$ cat src/rtl/lcd_status_pkg.sv
// Shared definitions for the LCD status page: FSM states, ASCII codes,
// screen templates and the default busy-wait timeout.
package lcd_status_pkg;

    typedef enum logic [2:0] {
        S_IDLE,
        S_SNAP,
        S_WRITE,
        S_UPDATE,
        S_WAIT
    } state_t;

    localparam int unsigned TIMEOUT_DEFAULT = 255;

    localparam logic [7:0] ASCII_SPACE = 8'h20;
    localparam logic [7:0] ASCII_EQUAL = 8'h3D;
    localparam logic [7:0] ASCII_ZERO  = 8'h30;
    localparam logic [7:0] ASCII_A     = 8'h41;

    // Fixed text of each row; each field position holds a '0' digit that
    // is overridden by live snapshot data while writing.
    localparam logic [127:0] ROW0_TMPL = {"DIP", ASCII_EQUAL, "00", ASCII_SPACE,
                                          "DA", ASCII_EQUAL, "0", {5{ASCII_SPACE}}};
    localparam logic [127:0] ROW1_TMPL = {"A1", ASCII_EQUAL, "0", ASCII_SPACE,
                                          "A2", ASCII_EQUAL, "0", ASCII_SPACE,
                                          "AV", ASCII_EQUAL, "0", {2{ASCII_SPACE}}};
    localparam logic [255:0] SCREEN_TMPL = {ROW0_TMPL, ROW1_TMPL};

    // Linear character index (row*16 + col) of each data field.
    localparam logic [4:0] IDX_DIP_HI = 5'd4;
    localparam logic [4:0] IDX_DIP_LO = 5'd5;
    localparam logic [4:0] IDX_DA     = 5'd10;
    localparam logic [4:0] IDX_AD1    = 5'd19;
    localparam logic [4:0] IDX_AD2    = 5'd24;
    localparam logic [4:0] IDX_AV     = 5'd29;
    localparam logic [4:0] IDX_LAST   = 5'd31;

    // Character 0 sits in the MSB byte, so byte offset is 31-idx == ~idx.
    function automatic logic [7:0] template_char(input logic [4:0] idx);
        return SCREEN_TMPL[{~idx, 3'b000} +: 8];
    endfunction

endpackage

$ cat src/rtl/lcd_status_hex2ascii.sv
// Hex nibble to upper-case ASCII digit.
module hex2ascii
    import lcd_status_pkg::*;
(
    input  logic [3:0] nibble,
    output logic [7:0] ascii
);

    // '0'..'9' for 0..9, 'A'..'F' for 10..15
    always_comb begin
        if (nibble < 4'd10) ascii = ASCII_ZERO + {4'h0, nibble};
        else                ascii = (ASCII_A - 8'd10) + {4'h0, nibble};
    end

endmodule

$ cat src/rtl/lcd_status.sv
// Renders DIP / DA / AD-delay status onto a 2x16 character LCD buffer and
// requests a panel update whenever the displayed inputs change.
module lcd_status
    import lcd_status_pkg::*;
#(
    parameter int unsigned TIMEOUT = TIMEOUT_DEFAULT
) (
    input  logic       CLK,
    input  logic       RST,
    input  logic [7:0] DIP,
    input  logic [3:0] ad1_delay,
    input  logic [3:0] ad2_delay,
    input  logic [3:0] ad_valid_delay,
    input  logic       reader_da_start,
    output logic       lcd_row,
    output logic [3:0] lcd_col,
    output logic [7:0] lcd_char,
    output logic       lcd_we,
    output logic       lcd_update,
    input  logic       lcd_busy
);

    localparam int unsigned CW = (TIMEOUT > 1) ? $clog2(TIMEOUT) : 1;

    state_t         state, state_nxt;
    logic           first, first_nxt;
    logic [4:0]     idx, idx_nxt;
    logic [20:0]    snap;
    logic           snap_load;
    logic [CW-1:0]  cnt, cnt_nxt;
    logic           seen_busy, seen_nxt;
    logic           row_nxt, we_nxt, upd_nxt;
    logic [3:0]     col_nxt;
    logic [7:0]     char_nxt;
    logic [20:0]    live;
    logic [3:0]     nib;
    logic           is_field;
    logic [7:0]     hex_char;

    assign live = {DIP, ad1_delay, ad2_delay, ad_valid_delay, reader_da_start};

    // Pick the snapshot nibble shown at the current index, if it is a field
    always_comb begin
        is_field = 1'b1;
        nib      = '0;
        case (idx)
            IDX_DIP_HI: nib = snap[20:17];
            IDX_DIP_LO: nib = snap[16:13];
            IDX_AD1:    nib = snap[12:9];
            IDX_AD2:    nib = snap[8:5];
            IDX_AV:     nib = snap[4:1];
            IDX_DA:     nib = {3'b000, snap[0]};
            default:    is_field = 1'b0;
        endcase
    end

    hex2ascii u_hex2ascii (
        .nibble (nib),
        .ascii  (hex_char)
    );

    // State register
    always_ff @(posedge CLK or negedge RST) begin
        if (!RST) state <= S_IDLE;
        else      state <= state_nxt;
    end

    // Next-state, datapath and registered-output decode
    always_comb begin
        state_nxt = state;
        first_nxt = first;
        idx_nxt   = idx;
        cnt_nxt   = cnt;
        seen_nxt  = seen_busy;
        snap_load = 1'b0;
        we_nxt    = 1'b0;
        upd_nxt   = 1'b0;
        row_nxt   = lcd_row;
        col_nxt   = lcd_col;
        char_nxt  = lcd_char;
        case (state)
            S_IDLE: begin
                if (!lcd_busy && (first || (live != snap))) state_nxt = S_SNAP;
            end
            S_SNAP: begin
                snap_load = 1'b1;
                first_nxt = 1'b0;
                idx_nxt   = '0;
                state_nxt = S_WRITE;
            end
            S_WRITE: begin
                if (!lcd_busy) begin
                    we_nxt   = 1'b1;
                    row_nxt  = idx[4];
                    col_nxt  = idx[3:0];
                    char_nxt = is_field ? hex_char : template_char(idx);
                    if (idx == IDX_LAST) state_nxt = S_UPDATE;
                    else                 idx_nxt   = idx + 5'd1;
                end
            end
            S_UPDATE: begin
                if (!lcd_busy) begin
                    upd_nxt   = 1'b1;
                    cnt_nxt   = '0;
                    seen_nxt  = 1'b0;
                    state_nxt = S_WAIT;
                end
            end
            S_WAIT: begin
                // Once busy has been seen the timeout no longer applies;
                // only the falling edge of busy ends the wait.
                if (lcd_busy) begin
                    seen_nxt = 1'b1;
                end else if (seen_busy) begin
                    state_nxt = S_IDLE;
                end else if (cnt == CW'(TIMEOUT - 1)) begin
                    state_nxt = S_IDLE;
                end else begin
                    cnt_nxt = cnt + CW'(1);
                end
            end
            default: state_nxt = S_IDLE;
        endcase
    end

    // Datapath registers and registered LCD outputs
    always_ff @(posedge CLK or negedge RST) begin
        if (!RST) begin
            first      <= 1'b1;
            idx        <= '0;
            snap       <= '0;
            cnt        <= '0;
            seen_busy  <= 1'b0;
            lcd_row    <= 1'b0;
            lcd_col    <= '0;
            lcd_char   <= ASCII_SPACE;
            lcd_we     <= 1'b0;
            lcd_update <= 1'b0;
        end else begin
            first      <= first_nxt;
            idx        <= idx_nxt;
            cnt        <= cnt_nxt;
            seen_busy  <= seen_nxt;
            lcd_row    <= row_nxt;
            lcd_col    <= col_nxt;
            lcd_char   <= char_nxt;
            lcd_we     <= we_nxt;
            lcd_update <= upd_nxt;
            if (snap_load) snap <= live;
        end
    end

endmodule

$ cat config.mk
export PLATFORM = sky130hd
export DESIGN_NAME = lcd_status
export DESIGN_NICKNAME = d
export VERILOG_FILES = /design/src/rtl/lcd_status_pkg.sv /design/src/rtl/lcd_status_hex2ascii.sv /design/src/rtl/lcd_status.sv
export SDC_FILE = /design/constraint.sdc
export NUM_CORES = 1
export LEC_CHECK = 0
export BUFFER_PORTS_ARGS = -buffer_cell sky130_fd_sc_hd__buf_2
export CORE_MARGIN = 10
export CORE_UTILIZATION = 43
export CTS_BUF_LIST = sky130_fd_sc_hd__clkbuf_8
export CTS_CLUSTER_SIZE = 25
export DETAILED_ROUTE_END_ITERATION = 12
export GPL_ROUTABILITY_DRIVEN = 0
export PLACE_DENSITY = 0.63
export SYNTH_ARGS = -nofsm -noshare
export SYNTH_HDL_FRONTEND = slang
export SYNTH_SLANG_ARGS = --single-unit
$ cat constraint.sdc
create_clock -name CLK -period 7.34 [get_ports CLK]
set_clock_uncertainty 0.1 [all_clocks]
set_input_delay 1.468 -clock CLK [delete_from_list [all_inputs] [get_ports CLK]]
set_output_delay 1.468 -clock CLK [all_outputs]
set_load 0.02 [all_outputs]
## After elaboration in Yosys (flattened, before gate mapping)

Cells that the tools add are included.

- Add/subtract/negate cells: 4
- Magnitude comparators: 1
- Eq/ne operators: 23
- Shift-type cells: 1
- Mux-type cells: 27
- Bitwise operators: 2
- Reduce and logical (&&, ||, !) cells: 12

Operators with widths:

| kind | number |
|---|---|
| 256-bit by 9-bit variable part select with 8-bit output (first input constant) | 1 |
| 8-bit 2-to-1 mux | 6 |
| 4-bit one-hot mux with 6 select lines | 1 |
| 3-bit 2-to-1 mux | 7 |
| 21-bit inequality test | 1 |
| 5-bit equality test (second input constant) | 4 |
| 2-bit inequality test (second input constant) | 9 |
| 8-bit one-hot mux with 2 select lines | 1 |
| 3-bit one-hot mux with 5 select lines | 1 |
| 6-bit by 4-bit adder with 7-bit output (first input constant) | 2 |
| 5-bit by 3-bit equality test with 1-bit output (second input constant) | 2 |
| 5-bit 2-to-1 mux | 2 |
| 5-bit one-hot mux with 2 select lines | 1 |
| 8-bit by 1-bit adder with 8-bit output (second input constant) | 1 |
| 8-bit equality test (second input constant) | 1 |
| 1-bit 2-to-1 mux | 7 |
| 3-bit by 2-bit equality test with 1-bit output (second input constant) | 2 |
| 3-bit AND reduction | 2 |
| 6-bit AND reduction | 1 |
| 6-bit OR reduction | 1 |
| 5-bit by 1-bit adder with 5-bit output (second input constant) | 1 |
| 5-bit by 4-bit equality test with 1-bit output (second input constant) | 1 |
| 5-bit NOT | 1 |
| 5-bit AND reduction | 1 |
| 12 further kinds | 13 |

- Flip-flop bits (word level): 54
- Bits of input ports: 24
- Output and inout bits: 15

## Depth between registers and ports, before layout

Gate-level depths: netlist of the first run.

- Depth after elaboration: 5
- Mapped depth: 10
- Mapped depth without buffers: 10

## By module

Synthesis of the first run repeated with hierarchy kept, for this count alone.

- Cells, all modules: 377
- Area, all modules: 3249.4 um^2

Modules (own cells, without submodules):

| module | times used | cells each | area an instance (um^2) | sequential area each (um^2) |
|---|---|---|---|---|
| lcd_status | 1 | 361 | 3144.3 | 1353.8 |
| hex2ascii | 1 | 16 | 105.1 | 0.0 |

## Least setup slack after synthesis of the first run

OpenSTA, ideal clock, no wires.

- Kind: input port to flip-flop
- From: input lcd_busy
- To: register idx[3]
- Arrival: 2.798 ns
- Required time: 7.108 ns
- Slack: 4.310 ns
- Stages: 8
- Cells stage by stage: clkdlybuf4s15_2 > nand2b_1 > or3_1 > clkbuf_1 > nor2_1 > nand3_1 > xor2_1 > nor2_1

- Word-level cells in the longest chain between the ends: 2

RTL lines:

| element | line | RTL |
|---|---|---|
| start, declared | lcd_status.sv:20 | `input logic lcd_busy` |
| 2-bit inequality test (no source line) | - |  |
| 3-bit AND reduction (no source line) | - |  |
| end signal, assigned | lcd_status.sv:141 | `idx <= idx_nxt;` |
| end, declared | lcd_status.sv:27 | `logic [4:0] idx, idx_nxt;` |

Every way passes these cells.
A chain may end at the register's enable or synchronous reset.

## Worst setup path after layout of the first run

- From: register idx[0]
- To: register lcd_char[1]

- Word-level cells in the longest chain between the ends: 5
- Elaborated cells between the ends (all ways): 16
- Classes of those cells: add/sub: 2; order compare: 1; eq/ne: 6; shift: 1; mux: 4; bitwise: 1; reduce/logical: 1

RTL lines:

| element | line | RTL |
|---|---|---|
| 5-bit by 4-bit equality test with 1-bit output, or another cell as far along | lcd_status.sv:46 | `case (idx)` |
| 4-bit one-hot mux with 6 select lines | lcd_status.sv:46 |  |
| 6-bit by 4-bit adder with 7-bit output, or another cell as far along | lcd_status_hex2ascii.sv:12 | `else ascii = (ASCII_A - 8'd10) + {4'h0, nibble};` |
| 8-bit 2-to-1 mux | lcd_status_hex2ascii.sv:11 | `if (nibble < 4'd10) ascii = ASCII_ZERO + {4'h0, nibble};` |
| 8-bit 2-to-1 mux (*) | lcd_status.sv:96 | `char_nxt = is_field ? hex_char : template_char(idx);` |
| end signal, assigned | lcd_status.sv:146 | `lcd_char <= char_nxt;` |
| end, declared | lcd_status.sv:17 | `output logic [7:0] lcd_char,` |

Every way passes the cells marked *; elsewhere a longest branch is shown, timed or not.

==> out/qor.txt, run 1 <==
Maximum vdd ir drop: 0.000139 V
Fin crit share: 41.1%
Buffers added on ports: 37
Endpoint class of the critical path: flip-flop
Horizontal die dimension: 107 um
Global routing usage summed across all routing layers: 13.5%
Asr flop ratio synth: 100%
DRC viols: 0
Final period demand of the worst path: 3.02 ns
Number of hold violations in the final report: 0
ANT nets after route: 0
Root Buffer: clkbuf_8
Vias per cell: 5.35
Worst EP required: 7.48 ns
Post-route setup slack: 4.32 ns
Worst-path cell with the longest stage delay: dfrtp_1
Top flip-flop cell by instance count after synthesis: dfrtp_1
Highest clock frequency the design can meet: 0.331 GHz
Via count of the first global-routing pass: 2632
Number of distinct library cells after synthesis: 56
Placed Instance Area: 0.00345 mm2
Number of placement rows: 31
Area inside the core boundary: 0.00729 mm2
Post-CTS setup repair buffer count: 0
Hold path depth: 2
CP Launch Type: flip-flop
Layout Nets: 431
Total CTS buffers: 5
Total detailed-routing wirelength: 7.38 mm
Insertion delay to the later sink of the worst-skew pair: 0.32 ns
Die Height: 107 um
Warnings, synthesis: 0
Number of antenna violations at the first check in global routing: 0
Count of mapped cells out of synthesis: 370
Critical Path Max Stage Delay: 0.56 ns
WL per Instance: 15.0 um
Chain of cells forming the critical path: inv_1 -> ha_1 -> nor2b_1 -> a32oi_1 -> o21ai_0 -> a221oi_1 -> ha_1 -> o21ai_0 -> a32oi_1 -> a21oi_1
Maximum number of pins on one net before global-route repair: 54
Count of final setup violators: 0
Start-to-end type of the worst setup path: flip-flop to flip-flop
Count of clock tree sinks: 53
CTS HTree Levels: 2
Result of the run: completed
Initial core utilization: 44.5%
Unrepaired setup endpoints after global routing: false
Type of the tightest min-delay check: flip-flop to flip-flop
Number of cells upsized or downsized after cts: 0
Slew Limit Headroom: 35.2%
Global-route wire length before repair: 12.8 mm
Final non-filler cell area: 0.00354 mm2
Number of synthesized register bits: 53
Leading cell types in the layout, fill and taps excluded: nand2_1, dfrtp_1, buf_2
Met2 track utilization from global routing: 20.9%
Mean cell area of the mapped netlist: 8.78 um2
Fraction of layout cells with a size suffix above 1: 16.0%
Dpl ws: 4.10 ns
Layer with the highest usage after global routing: met2
Clk pin slew, worst setup/hold paths: 0.10 ns
P per Cell Area: 353 mW/mm2
TritonCTS clock tree: yes
Worst R2R Path Depth: 10
DRC marker count from the first detailed-route iteration: 156
Setup TNS: 0 ns
Mapped cell area: 0.00325 mm2
Detailed-router iteration count before antenna repair: 4
Net count of the mapped netlist: 408
P_leak: 1.68 nW
Global routing usage on met3: 3.65%
Met1 GRT Util: 17.9%
Number of max-slew violations in the final report: 0
Hold-fix buffers at CTS: 0
Total global routing overflow: 0
Ports placed on the boundary: 39
Largest fanout of any net on the critical path: 10
Die footprint: 0.0114 mm2
Arrival time at the worst endpoint: 3.16 ns
Total via count after detailed routing: 2638
Count of flip-flops with a built-in enable after synthesis: 0
Placed wire-length estimate after detailed placement: 5.26 mm
Longest Clk Path Bufs: 2
Sequential share of the synthesized area: 40.9%
Max Cap Viol: 0
Ant. Diodes: 0
Area growth from synthesis to layout: 9.09%
Transition time of the tightest slew-check pin: 0.972 ns
Leading cell type in the layout, fill and taps excluded: nand2_1
final cells by class:
class / instances / area (um2)
clock buffers: 5 / 68.8
clock inverters: 3 / 21.3
fillers: 729 / 3750
inverters: 10 / 37.5
multi-input cells: 284 / 1760
flip-flops and latches: 53 / 1330
well taps: 99 / 124
repair buffers: 39 / 200
power breakdown:
| group | total, W | switching, W | internal, W |
|---|---|---|---|
| Combinational | 0.000548 | 0.000324 | 0.000224 |
| Clock | 0.000171 | 0.000103 | 0.0000680 |
| Sequential | 0.000530 | 0.000128 | 0.000402 |
per-layer routing:
layer / vias to the layer above / wire length (um) / share of wire (%)
met4: 0 / 87 / 1.2
met5: - / 0 / 0
met2: 62 / 3380 / 46
met1: 1257 / 3410 / 46
li1: 1312 / - / -
met3: 7 / 498 / 6.8
synthesized netlist by cell type, types with 3 or more instances:
cell	n	area (um2)
ha_1	14	175
mux2i_1	4	40.0
nor4_1	5	31.3
nand2_1	89	334
a22o_1	3	26.3
nand2b_1	5	31.3
o21ai_0	15	75.1
nand4_1	8	50.1
buf_4	3	22.5
buf_2	5	25.0
inv_1	9	33.8
nand3_1	10	50.1
o31ai_1	3	22.5
a32oi_1	4	35.0
xor2_1	27	236
mux4_2	3	67.6
or3b_2	3	26.3
a21oi_1	14	70.1
nor2b_1	6	37.5
dfrtp_1	51	1280
nor2_1	28	105
clkbuf_1	12	45.0
critical path: cells and delay by family, from the launching register on:
family / cells / cell delay [ns]
adder cells (fa/ha/maj): 2 / 0.63
AND/OR/NAND/NOR: 1 / 0.17
AO/OA/AOI/OAI: 6 / 1.32
buffers and inverters: 1 / 0.15
flip-flops: 1 / 0.56
registers in the layout, summed over array words and instances (netlist names):
register and cells:
cnt 8, first 1, idx 5, lcd_char 7
lcd_col 4, lcd_row 1, lcd_update 1, lcd_we 1
seen_busy 1, snap 21, state 3
metrics by stage:
stage,util (%),hold WS [ns],instances,power (W)
3_5_place_dp,47.3,0.362,485,0.00109
2_1_floorplan,-,0.373,370,0.000937
3_3_place_gp,47.3,0.358,485,0.00108
5_1_grt,48.6,0.417,493,0.00137
6_report,48.6,0.381,493,0.00125
4_1_cts,48.6,0.387,493,0.00126
path summary, 6_finish.rpt:
kind / start / to / slack [ns]
worst min-delay path: lcd_col[3] / lcd_col[3] / 0.38
worst max register to register: idx[0] / lcd_char[1] / 4.32
worst max-delay path: idx[0] / lcd_char[1] / 4.32
min in group asynchronous: RST / snap[6] / 1.14
worst min register to register: lcd_col[3] / lcd_col[3] / 0.38
max in group asynchronous: RST / snap[3] / 5.52
kinds of logic after synthesis:
logic type	synth area share, %
compound gates	13.4
simple gates	23.9
xor+xnor	7.82
fa+ha+maj	5.40
flops	40.9
buf+inv	4.82
other cells	0.115
mux	3.66
Note: power is estimated with default switching activity, not from simulation.
==> run 2, diff against run 1 <==
--- a/config.mk
+++ b/config.mk
@@ -12,7 +12,7 @@
 export CTS_CLUSTER_SIZE = 25
 export DETAILED_ROUTE_END_ITERATION = 12
 export GPL_ROUTABILITY_DRIVEN = 0
-export PLACE_DENSITY = 0.63
+export PLACE_DENSITY = 0.65
 export SYNTH_ARGS = -nofsm -noshare
 export SYNTH_HDL_FRONTEND = slang
 export SYNTH_SLANG_ARGS = --single-unit
==> constraint.sdc (replaced) <==
create_clock -name CLK -period 2.7 [get_ports CLK]
set_clock_uncertainty 0.1 [all_clocks]
set_input_delay 0.54 -clock CLK [delete_from_list [all_inputs] [get_ports CLK]]
set_output_delay 0.54 -clock CLK [all_outputs]
set_load 0.02 [all_outputs]
==> run 2 against run 1 <==
Die area is the same; global-route usage is 0.21 points higher; count of clock-buffer cells in the layout stayed put; combinational power rose to 2.9 times the previous value; wire length is 3.2% higher; sequential cell count did not move; first-iteration DRC count increased by 47%; critical path depth unchanged; clock power rose to 2.6 times the previous value; register-to-register slack worse by 4.1 ns.
==> out/qor.txt, run 2 (synthesized netlist as in run 1, its figures left out) <==
Result of the run: completed
CTS HTree Levels: 2
P per Cell Area: 954 mW/mm2
Endpoint class of the critical path: flip-flop
Worst reg2reg path endpoint: lcd_char[1]
Most flops, register: snap
Total via count after detailed routing: 2659
Ant. Diodes: 0
TritonCTS clock tree: yes
Initial core utilization: 44.5%
Leading cell types in the layout, fill and taps excluded: nand2_1, dfrtp_1, buf_2
Worst R2R Path Depth: 10
Placed wire-length estimate after detailed placement: 5.73 mm
Total global routing overflow: 0
Number of max-slew violations in the final report: 0
Ports placed on the boundary: 39
P_leak: 1.73 nW
Longest Clk Path Bufs: 2
Number of antenna violations at the first check in global routing: 0
Critical Path Max Stage Delay: 0.48 ns
Detailed-router iteration count before antenna repair: 4
Total detailed-routing wirelength: 7.62 mm
Fraction of layout cells with a size suffix above 1: 18.8%
Setup TNS: 0 ns
Max Cap Viol: 0
Root Buffer: clkbuf_8
Leading cell type in the layout, fill and taps excluded: nand2_1
CP Launch Type: flip-flop
Clk pin slew, worst setup/hold paths: 0.09 ns
Chain of cells forming the critical path: inv_1 -> ha_1 -> nor2b_1 -> a32oi_1 -> o21ai_0 -> a221oi_2 -> ha_1 -> o21ai_0 -> a32oi_1 -> a21oi_1
Horizontal die dimension: 107 um
Vias per cell: 5.28
Count of clock tree sinks: 53
DRC viols: 0
Global routing usage summed across all routing layers: 13.7%
Largest fanout of any net on the critical path: 10
Global-route wire length before repair: 13.0 mm
WL per Instance: 15.1 um
Start of the worst register-to-register path: idx[0]
Area growth from synthesis to layout: 12.3%
Highest clock frequency the design can meet: 0.410 GHz
Number of placement rows: 31
ANT nets after route: 0
Insertion delay to the later sink of the worst-skew pair: 0.31 ns
Maximum number of pins on one net before global-route repair: 38
DRC marker count from the first detailed-route iteration: 230
Count of final setup violators: 0
Worst EP required: 2.84 ns
Area inside the core boundary: 0.00729 mm2
Registers with the highest flip-flop counts: snap x21, cnt x8, lcd_char x7
Fin crit share: 90.3%
Total CTS buffers: 5
Worst-path cell with the longest stage delay: dfrtp_2
Unrepaired setup endpoints after global routing: false
Number of hold violations in the final report: 0
Arrival time at the worst endpoint: 2.58 ns
Buffers added on ports: 37
Die footprint: 0.0114 mm2
Hold-fix buffers at CTS: 0
Max FFs per register: 21
Worst hold slack across all endpoints: 0.0565 ns
Register-to-register path setup slack: 0.26 ns
Maximum vdd ir drop: 0.000384 V
Start-to-end type of the worst setup path: flip-flop to flip-flop
Die Height: 107 um
Post-CTS setup repair buffer count: 0
Type of the tightest min-delay check: input port to async pin
Via count of the first global-routing pass: 2631
Layout Nets: 442
Final period demand of the worst path: 2.44 ns
run 2: cell count changes in the layout (fill, tap and decap cells not counted), sizes merged:
cell	change
buf	+11
clkinv	-1
clkinvlp	+1
run 2: worst max-delay path by stage:
| stage | start | end | slack (ns) | depth (start not counted) |
|---|---|---|---|---|
| final | idx[0] | lcd_char[1] | 0.26 | 10 |
| after global routing | idx[0] | lcd_char[4] | 0.08 | 10 |
| after CTS | idx[0] | lcd_char[1] | 0.06 | 9 |
| after detailed placement | idx[0] | lcd_char[1] | 0.07 | 9 |
| after global placement | idx[0] | lcd_char[4] | 0.21 | 9 |
| after floorplan | idx[1] | lcd_char[1] | 0.32 | 10 |
run 2: critical path, delay by kind of cell (launching register included):
family                   cells  cell delay [ns]
AO/OA/AOI/OAI                6             0.98
adder cells (fa/ha/maj)      2             0.55
flip-flops                   1             0.48
AND/OR/NAND/NOR              1             0.16
buffers and inverters        1             0.10
run 2: metrics by stage:
step | cell area, um2 | cells | worst slack (ns) | power (W) | utilization (%)
detailed placement | 3550 | 496 | 0.0733 | 0.00304 | 48.6
global placement | 3550 | 496 | 0.206 | 0.00299 | 48.6
floorplan | 3250 | 370 | 0.323 | 0.00255 | -
finish | 3640 | 504 | 0.261 | 0.00348 | 50.0
global route | 3640 | 504 | 0.0789 | 0.00377 | 50.0
CTS | 3630 | 504 | 0.0600 | 0.00349 | 49.8
run 2: timing repair:
action	in CTS	in global routing
gates resized for setup	0	3
setup endpoints to repair	0	4
hold endpoints to repair	0	0
run 2: power by group:
group | internal [W] | switching, W | total, W
Clock | 0.000180 | 0.000273 | 0.000453
Sequential | 0.00110 | 0.000320 | 0.00142
Combinational | 0.000666 | 0.000942 | 0.00161
Total | 0.00194 | 0.00154 | 0.00348
run 2: cell type report:
cell class | instances | area, um2
fill | 739 | 3650
timing repair buffer | 50 | 295
sequential | 53 | 1330
clock buffer | 5 | 68.8
tap | 99 | 124
inverter | 10 | 37.5
clock inverter | 3 | 18.8
multi-input combinational | 284 | 1770
run 2: per-layer routing:
| layer | vias up | part of all wire [%] | track usage [%] |
|---|---|---|---|
| met5 | - | 0 | 0 |
| met4 | 0 | 1.1 | 3.77 |
| met3 | 7 | 4.9 | 3.17 |
| met2 | 63 | 47 | 21.7 |
| met1 | 1250 | 47 | 18.2 |
| li1 | 1339 | - | - |
==> run 3, diff against run 2 <==
--- a/config.mk
+++ b/config.mk
@@ -7,12 +7,12 @@
 export LEC_CHECK = 0
 export BUFFER_PORTS_ARGS = -buffer_cell sky130_fd_sc_hd__buf_2
 export CORE_MARGIN = 10
-export CORE_UTILIZATION = 43
+export CORE_UTILIZATION = 49
 export CTS_BUF_LIST = sky130_fd_sc_hd__clkbuf_8
 export CTS_CLUSTER_SIZE = 25
 export DETAILED_ROUTE_END_ITERATION = 12
 export GPL_ROUTABILITY_DRIVEN = 0
-export PLACE_DENSITY = 0.65
+export PLACE_DENSITY = 0.73
 export SYNTH_ARGS = -nofsm -noshare
 export SYNTH_HDL_FRONTEND = slang
 export SYNTH_SLANG_ARGS = --single-unit
==> run 3 against run 2 <==
Cell count decreased by 4.0%; sequential share of layout area about the same; total power increased by 3.4%; wire length decreased by 1.1%; critical path depth unchanged; non-clock buffer count increased by 2; die area decreased by 10%; combinational power about the same; global-route usage increased by 1.5 points; register-to-register slack about the same; largest power group unchanged; highest routed layer unchanged.
==> out/qor.txt, run 3 (synthesized netlist as in run 1, its figures left out) <==
Result of the run: completed
Number of placement rows: 29
DRC viols: 0
Fin crit share: 90.1%
Post-route setup slack: 0.268 ns
Unrepaired setup endpoints after global routing: false
Worst EP required: 2.83 ns
Total global routing overflow: 0
WL per Instance: 15.6 um
TritonCTS clock tree: yes
Start-to-end type of the worst setup path: flip-flop to flip-flop
Global routing usage summed across all routing layers: 15.2%
Cell count after placement: 476
Die Height: 101 um
Placed wire-length estimate after detailed placement: 5.65 mm
Type of the tightest min-delay check: input port to async pin
Layout Nets: 444
Total via count after detailed routing: 2696
Endpoint class of the critical path: flip-flop
Transition time of the tightest slew-check pin: 0.707 ns
CTS HTree Levels: 2
DRC marker count from the first detailed-route iteration: 196
Fraction of layout cells with a size suffix above 1: 19.7%
Area inside the core boundary: 0.00639 mm2
Leading cell type in the layout, fill and taps excluded: nand2_1
Maximum vdd ir drop: 0.000567 V
Via count of the first global-routing pass: 2695
Dpl ws: 0.155 ns
Total CTS buffers: 5
Count of final setup violators: 0
Detailed-router iteration count before antenna repair: 4
Count of clock tree sinks: 53
Initial core utilization: 50.8%
Highest clock frequency the design can meet: 0.411 GHz
P per Cell Area: 985 mW/mm2
Die footprint: 0.0103 mm2
Ports placed on the boundary: 39
Maximum number of pins on one net before global-route repair: 32
Global-route wire length before repair: 13.0 mm
Final std cells w/o fill: 484
Number of antenna violations at the first check in global routing: 0
Registers with the highest flip-flop counts: snap x21, cnt x8, lcd_char x7
CP Launch Type: flip-flop
Share of the core filled with cells in the final layout: 57.2%
Largest fanout of any net on the critical path: 11
ANT nets after route: 0
Post-CTS setup repair buffer count: 0
Max Cap Viol: 0
Arrival time at the worst endpoint: 2.57 ns
Ant. Diodes: 0
Total detailed-routing wirelength: 7.53 mm
Max FFs per register: 21
Final period demand of the worst path: 2.43 ns
Buffers added on ports: 37
Sum of internal, switching and leakage power: 0.00360 W
Number of hold violations in the final report: 0
Insertion delay to the later sink of the worst-skew pair: 0.31 ns
Leading cell types in the layout, fill and taps excluded: nand2_1, dfrtp_1, buf_2
Setup TNS: 0 ns
Horizontal die dimension: 101 um
Root Buffer: clkbuf_8
Vias per cell: 5.57
Longest Clk Path Bufs: 2
Most flops, register: snap
Area growth from synthesis to layout: 12.4%
Slew Limit Headroom: 52.9%
P_leak: 1.75 nW
Number of max-slew violations in the final report: 0
Clk pin slew, worst setup/hold paths: 0.10 ns
[run 3: changes by cell type in the layout (fill, tap and decap cells not counted), sizes merged]
cell / before / now
buf: 50 / 52
bufinv: 0 / 1
clkinv: 0 / 1
clkinvlp: 2 / 1
inv: 11 / 10
[run 3: final timing paths]
| path | depth (start not counted) | slack, ns | startpoint | end |
|---|---|---|---|---|
| max | 10 | 0.27 | idx[0] | lcd_char[1] |
| min | 1 | 0.17 | RST | idx[1] |
| max reg2reg | 10 | 0.27 | idx[0] | lcd_char[1] |
| min reg2reg | 2 | 0.38 | lcd_col[3] | lcd_col[3] |
| max in group asynchronous | 2 | 1.62 | RST | first |
| min in group CLK | 3 | 0.33 | ad2_delay[3] | snap[8] |
[run 3: timing repair]
item | CTS | global route
setup endpoints to repair | 0 | 4
gates resized for setup | 0 | 4
hold buffers | 0 | 0
[run 3: metal layers]
| layer | wire [um] | track usage, % | vias to the layer above |
|---|---|---|---|
| met2 | 3610 | 24.7 | 61 |
| met3 | 369 | 3.61 | 9 |
| met5 | 0 | 0 | - |
| met4 | 91 | 4.29 | 0 |
| li1 | - | - | 1338 |
| met1 | 3460 | 19.9 | 1288 |
[run 3: power by group]
part | switching (W) | internal [W]
logic | 0.000956 | 0.000674
clock network | 0.000276 | 0.000278
registers | 0.000315 | 0.00110
[run 3: worst max-delay path, stage by stage, from the launching register on]
cell	delay, ns
dfrtp_2	0.46
inv_1	0.10
ha_1	0.21
buf_4	0.17
a32oi_1	0.18
o21ai_0	0.11
a221oi_2	0.31
ha_1	0.28
o21ai_0	0.18
a32oi_1	0.08
a21oi_1	0.15
[run 3: layout make-up]
class / count / area [um2]
inverter: 10 / 37.5
clock buffer: 5 / 68.8
tap: 77 / 96.3
clock inverter: 3 / 46.3
multi-input combinational: 284 / 1770
timing repair buffer: 52 / 298
sequential: 53 / 1330
fill: 586 / 2740
[run 3: through the flow]
stage	area, um2	hold slack (ns)
2_1_floorplan	3250	0.144
3_3_place_gp	3520	0.354
3_5_place_dp	3520	0.358
4_1_cts	3640	0.189
5_1_grt	3650	0.200
6_report	3650	0.167
